### src/rtl/serial_deserializer_pkg.sv
// Shared definitions for the serial deserializer: FSM state encoding,
// bit-order constants and the counter-width helper.
package serial_deserializer_pkg;

   // Receiver states: waiting for a frame start, or collecting bits.
   typedef enum logic {
      ST_IDLE = 1'b0,
      ST_RECV = 1'b1
   } state_t;

   // Bit order as presented on the DIR input.
   localparam logic LSB_FIRST = 1'b0;
   localparam logic MSB_FIRST = 1'b1;

   // Width of a counter that must be able to hold the value `width`.
   function automatic int cntWidth(input int width);
      return $clog2(width + 1);
   endfunction

endpackage

### src/rtl/serial_deserializer_bit_counter.sv
// Bit counter for the deserializer. It counts enabled strobes, wraps to zero
// after the last bit of a word and flags that last bit combinationally.
// A clear that coincides with an enable restarts the count at one, since
// that strobe is itself the first bit of the new sequence.
module serial_deserializer_bit_counter
   import serial_deserializer_pkg::*;
#(
   parameter int WIDTH = 4,
   parameter int CNT_W = cntWidth(WIDTH)
) (
   input  logic i_clk,
   input  logic i_reset,
   input  logic i_clr,
   input  logic i_en,
   output logic o_terminal
);

   logic [CNT_W-1:0] r_count;

   assign o_terminal = (r_count == CNT_W'(WIDTH - 1)) && i_en;

   // Count register: clear has priority, otherwise advance or wrap on enable.
   always_ff @(posedge i_clk) begin
      if (i_reset) begin
         r_count <= '0;
      end else if (i_clr) begin
         r_count <= i_en ? CNT_W'(1) : '0;
      end else if (i_en) begin
         r_count <= o_terminal ? '0 : r_count + CNT_W'(1);
      end
   end

endmodule

### src/rtl/serial_deserializer.sv
// Serial-to-parallel receiver. Samples a serial stream on ENB strobes,
// rebuilds WIDTH-bit words in either bit order and hands each finished
// word to a consumer through a VALID/ACK handshake, flagging words that
// had to be dropped because the previous one was never taken.
module serial_deserializer
   import serial_deserializer_pkg::*;
#(
   parameter int WIDTH = 4,
   parameter int CNT_W = cntWidth(WIDTH)
) (
   input  logic             i_clk,
   input  logic             i_reset,
   input  logic             i_start,
   input  logic             i_dir,
   input  logic             i_enb,
   input  logic             i_s_in,
   input  logic             i_ack,
   output logic [WIDTH-1:0] o_q,
   output logic             o_valid,
   output logic             o_busy,
   output logic             o_overrun
);

   state_t           r_state;
   state_t           w_stateNext;
   logic [WIDTH-1:0] r_shift;
   logic [WIDTH-1:0] w_shiftBase;
   logic [WIDTH-1:0] w_shifted;
   logic [WIDTH-1:0] w_shiftNext;
   logic             w_shiftDir;
   logic             r_dir;
   logic [WIDTH-1:0] r_q;
   logic             r_valid;
   logic             r_busy;
   logic             r_overrun;
   logic             w_sample;
   logic             w_terminal;
   logic             w_complete;
   logic             w_clr;

   // A bit is taken in RECV, or in IDLE when START opens the frame that cycle.
   assign w_sample   = i_enb && ((r_state == ST_RECV) || i_start);
   assign w_complete = w_terminal && (r_state == ST_RECV);
   // START restarts the frame, except on a completing edge where the
   // completing bit belongs to the old word and the new frame starts empty.
   assign w_clr      = i_start && !w_complete;

   serial_deserializer_bit_counter #(
      .WIDTH (WIDTH),
      .CNT_W (CNT_W)
   ) u_bitCounter (
      .i_clk      (i_clk),
      .i_reset    (i_reset),
      .i_clr      (w_clr),
      .i_en       (w_sample),
      .o_terminal (w_terminal)
   );

   // Next-state logic: START always lands in RECV, completion returns to IDLE.
   always_comb begin
      w_stateNext = r_state;
      case (r_state)
         ST_IDLE: begin
            if (i_start) begin
               w_stateNext = ST_RECV;
            end
         end
         ST_RECV: begin
            if (i_start) begin
               w_stateNext = ST_RECV;
            end else if (w_complete) begin
               w_stateNext = ST_IDLE;
            end
         end
         default: w_stateNext = ST_IDLE;
      endcase
   end

   // Shift datapath: pick the base word and bit order, shift in S_IN, and
   // decide what the shift register holds after this edge.
   always_comb begin
      w_shiftBase = r_shift;
      w_shiftDir  = r_dir;
      if (w_clr) begin
         w_shiftBase = '0;
         w_shiftDir  = i_dir;
      end
      w_shifted = w_shiftBase;
      case (w_shiftDir)
         LSB_FIRST: w_shifted = {i_s_in, w_shiftBase[WIDTH-1:1]};
         MSB_FIRST: w_shifted = {w_shiftBase[WIDTH-2:0], i_s_in};
         default:   w_shifted = w_shiftBase;
      endcase
      w_shiftNext = r_shift;
      if (w_complete) begin
         w_shiftNext = '0;
      end else if (w_sample) begin
         w_shiftNext = w_shifted;
      end else if (w_clr) begin
         w_shiftNext = '0;
      end
   end

   // State, shift register and handshake outputs, all held in flops.
   always_ff @(posedge i_clk) begin
      if (i_reset) begin
         r_state   <= ST_IDLE;
         r_shift   <= '0;
         r_dir     <= LSB_FIRST;
         r_q       <= '0;
         r_valid   <= 1'b0;
         r_busy    <= 1'b0;
         r_overrun <= 1'b0;
      end else begin
         r_state <= w_stateNext;
         r_busy  <= (w_stateNext == ST_RECV);
         r_shift <= w_shiftNext;
         if (i_start) begin
            r_dir <= i_dir;
         end
         if (w_complete) begin
            if (!r_valid || i_ack) begin
               r_q     <= w_shifted;
               r_valid <= 1'b1;
            end else begin
               r_overrun <= 1'b1;
            end
         end else if (i_ack) begin
            r_valid <= 1'b0;
         end
      end
   end

   assign o_q       = r_q;
   assign o_valid   = r_valid;
   assign o_busy    = r_busy;
   assign o_overrun = r_overrun;

endmodule

### config.mk
export PLATFORM = sky130hd
export DESIGN_NAME = serial_deserializer
export DESIGN_NICKNAME = d
export VERILOG_FILES = /design/src/rtl/serial_deserializer_pkg.sv /design/src/rtl/serial_deserializer_bit_counter.sv /design/src/rtl/serial_deserializer.sv
export SDC_FILE = /design/constraint.sdc
export NUM_CORES = 1
export LEC_CHECK = 0
export BUFFER_PORTS_ARGS = -buffer_cell sky130_fd_sc_hd__buf_2
export CELL_PAD_IN_SITES_DETAIL_PLACEMENT = 1
export CELL_PAD_IN_SITES_GLOBAL_PLACEMENT = 2
export CORE_UTILIZATION = 35
export CTS_BUF_LIST = sky130_fd_sc_hd__clkbuf_4
export CTS_CLUSTER_DIAMETER = 40
export DETAILED_ROUTE_END_ITERATION = 10
export HOLD_SLACK_MARGIN = 0.05
export PLACE_DENSITY = 0.81
export SLEW_MARGIN = 40
export SYNTH_ARGS = -nofsm -noshare
export SYNTH_HDL_FRONTEND = slang
export SYNTH_HIERARCHICAL = 1
export SYNTH_SLANG_ARGS = --single-unit
### constraint.sdc
create_clock -name i_clk -period 5.7 [get_ports i_clk]
set_input_delay 1.425 -clock i_clk [delete_from_list [all_inputs] [get_ports i_clk]]
set_output_delay 1.425 -clock i_clk [all_outputs]
set_load 0.05 [all_outputs]
==> results.toml <==
[sta]
max_freq_mhz = 324
tightest_slew_ns = 0.321
setup_slack_ns = 2.61
finalSetupTns_ns = 0
slew_headroom = 0.784
finalHoldViolCount = 0
finalCritPeriodShare = 0.541
holdWs_ns = 0.481
rsz0062_at_grt = "false"
setup_violations = 0
fin_skew_ns = 0.00815
slew_violations = 0
period_minus_slack_ns = 3.09

[die]
start_util = 0.392
fp.dieH_um = 47.1
io_pins = 14
die_w_um = 47.1
dieArea_sq_um = 2220
num_rows = 15
core_sq_um = 1820

[synthesis]
syn_area_per_cell_sq_um = 8.91
syn-num-nets = 88
async_flop_share = 0
synth-seq-cells = 15
synthTopCellsByArea = "dfxtp_1, a21oi_1, nand3_1, mux2i_1, nor2b_1"
synth-edff-count = 0
synth_seq_area_share = 0.421
syn_inst = 80
netlist.area_leader.share = 0.421
synth_cell_type_count = 27
yosys.area.top_type = "dfxtp_1"
yosys_warnings = 6
synth_area_sq_um = 713
synthTopCellsByCount = "dfxtp_1, a21oi_1, nand3_1"
yosysMostFrequentCell = "dfxtp_1"
synthFlopType = "dfxtp_1"

[pwr]
design_power_total_uw = 194
combPwrFrac = 0.117
swShare = 0.263
power_frac_seq = 0.569
pwr-share-clk = 0.315
p_int_uw = 143
power.switching_uw = 51.1
peakVddDrop_mv = 0.161
p_leak_uw = 0.000348
powerDensity_nw_per_um2 = 233

[layout]
final_nets = 105
area_delta_synth_final_pct = 16.8
drive_gt1_frac = 0.271
multi_input_area_sq_um = 398
regArea_sq_um = 300
fillers = 238
num_antenna_cells = 0

[drt]
antenna_left = 0
vias_per_cell = 5.17
wl_per_cell_um = 14.1
first_pass_iters = 3
drc_errors = 0
dr_total_vias = 626
routed_wl_mm = 1.71
drt_iter0_markers = 9

[clock_network]
post_cts_buffers = 0
htreeDepth = 1
root_buffer = "clkbuf_4"
cts_resized = 0
cts_buffers = 3
ctsHoldBuffers = 0
clock_path_buffers = 2
clk_pin_slew_ns = 0.09
tritoncts = "yes"
clkLatencyLatePin_ns = 0.29
cts_sinks = 15

[global_route]
antenna_found_initial = 0
grt_use_total = 0.195
grt_max_degree = 14
grt_first_pass_wirelength_mm = 2.89
grt_overflow = 0
grt_pass1_vias = 607

[placed_design]
place_ws_ns = 2.32
io_buffer_count = 13
gp_congestion = 0.707
dp_hpwl_mm = 1.32

[status]
run_status = "completed"

[worst_setup_path]
crit_path_max_fanout = 10
criticalPathCategory = "in2reg"
cp.arrival_ns = 3.29
cp-start-kind = "input pin"
cp.required_ns = 5.90
crit_path_end_kind = "flip-flop"

[worst_hold_path]
hold_path.class = "reg2reg"

[flow_run]
drv_cap = 0
==> logic make-up after synthesis <==
group | count (synthesis) | share of synthesized area
buffers and inverters | 4 | 0.0210
DFF | 15 | 0.421
adders and majority gates | 1 | 0.0175
AOI/OAI and AO/OA | 21 | 0.196
muxes | 6 | 0.0947
and+or+nand+nor | 33 | 0.249
==> path summary, 6_finish.rpt <==
| check | from | to | slack [ns] | cells past startpoint |
|---|---|---|---|---|
| max | i_start | o_q[0]$_SDFFE_PP0P_ | 2.61 | 9 |
| max reg2reg | o_busy$_SDFF_PP0_ | o_q[0]$_SDFFE_PP0P_ | 3.48 | 8 |
| min | o_overrun$_SDFFE_PP0P_ | o_overrun$_SDFFE_PP0P_ | 0.48 | 2 |
| min reg2reg | o_overrun$_SDFFE_PP0P_ | o_overrun$_SDFFE_PP0P_ | 0.48 | 2 |
==> per-stage QoR <==
step | instances | instance area [sq um] | utilization
3_3_place_gp | 117 | 806 | 0.443
2_1_floorplan | 80 | 713 | -
4_1_cts | 121 | 833 | 0.458
3_5_place_dp | 117 | 806 | 0.443
5_1_grt | 121 | 833 | 0.458
6_report | 121 | 833 | 0.458
==> per-layer routing <==
| layer | global-route usage | up-vias | part of all wire |
|---|---|---|---|
| met3 | 0.0846 | 2 | 0.049 |
| met4 | 0.0514 | 0 | 0.0076 |
| li1 | - | 321 | - |
| met2 | 0.300 | 12 | 0.45 |
| met1 | 0.250 | 291 | 0.50 |
| met5 | 0 | - | 0 |
==> power by group through the flow <==
stage               sequential, uW  combinational [uW]  clock, uW
finish                         110                22.6       61.0
detailed placement             113                22.7          0
CTS                            110                22.8       63.8
floorplan                      114                14.1          0
global route                   111                25.1       68.5
global placement               113                22.1          0
==> worst max-delay path, stage by stage <==
cell and delay [ns]:
buf_2 0.14, o21ai_0 0.30, inv_1 0.25, nand2_1 0.13
nor2_1 0.09, a21bo_4 0.25, inv_2 0.13, mux2_4 0.33
a311oi_2 0.25
==> placed cells by master, fill, tap and decap left out, types with 2 or more instances in the layout <==
cell type,netlist,routed
inv_1,2,2
nor2_1,6,6
a31oi_1,3,3
buf_2,0,13
nand3_1,7,7
nand3b_1,2,2
mux2i_1,3,3
nor2b_1,4,4
nand2b_1,3,3
clkbuf_4,0,3
o21ai_0,3,3
a21oi_1,10,10
dfxtp_1,15,15
mux2_2,2,2
nand2_1,6,6
==> final cells by class <==
cell class	count	share of cell area
clock inverter	1	0.00601
tap	25	0.0375
inverter	3	0.0135
multi-input combinational	61	0.477
sequential	15	0.360
clock buffer	3	0.0270
timing repair buffer	13	0.0781
==> registers in the layout (all words and copies together), names as in the netlist <==
name	cells
o_q	4
r_shift	4
u_bitCounter/r_count	3
o_busy	1
o_overrun	1
o_valid	1
r_dir	1
Note: power is estimated with default switching activity, not from simulation.
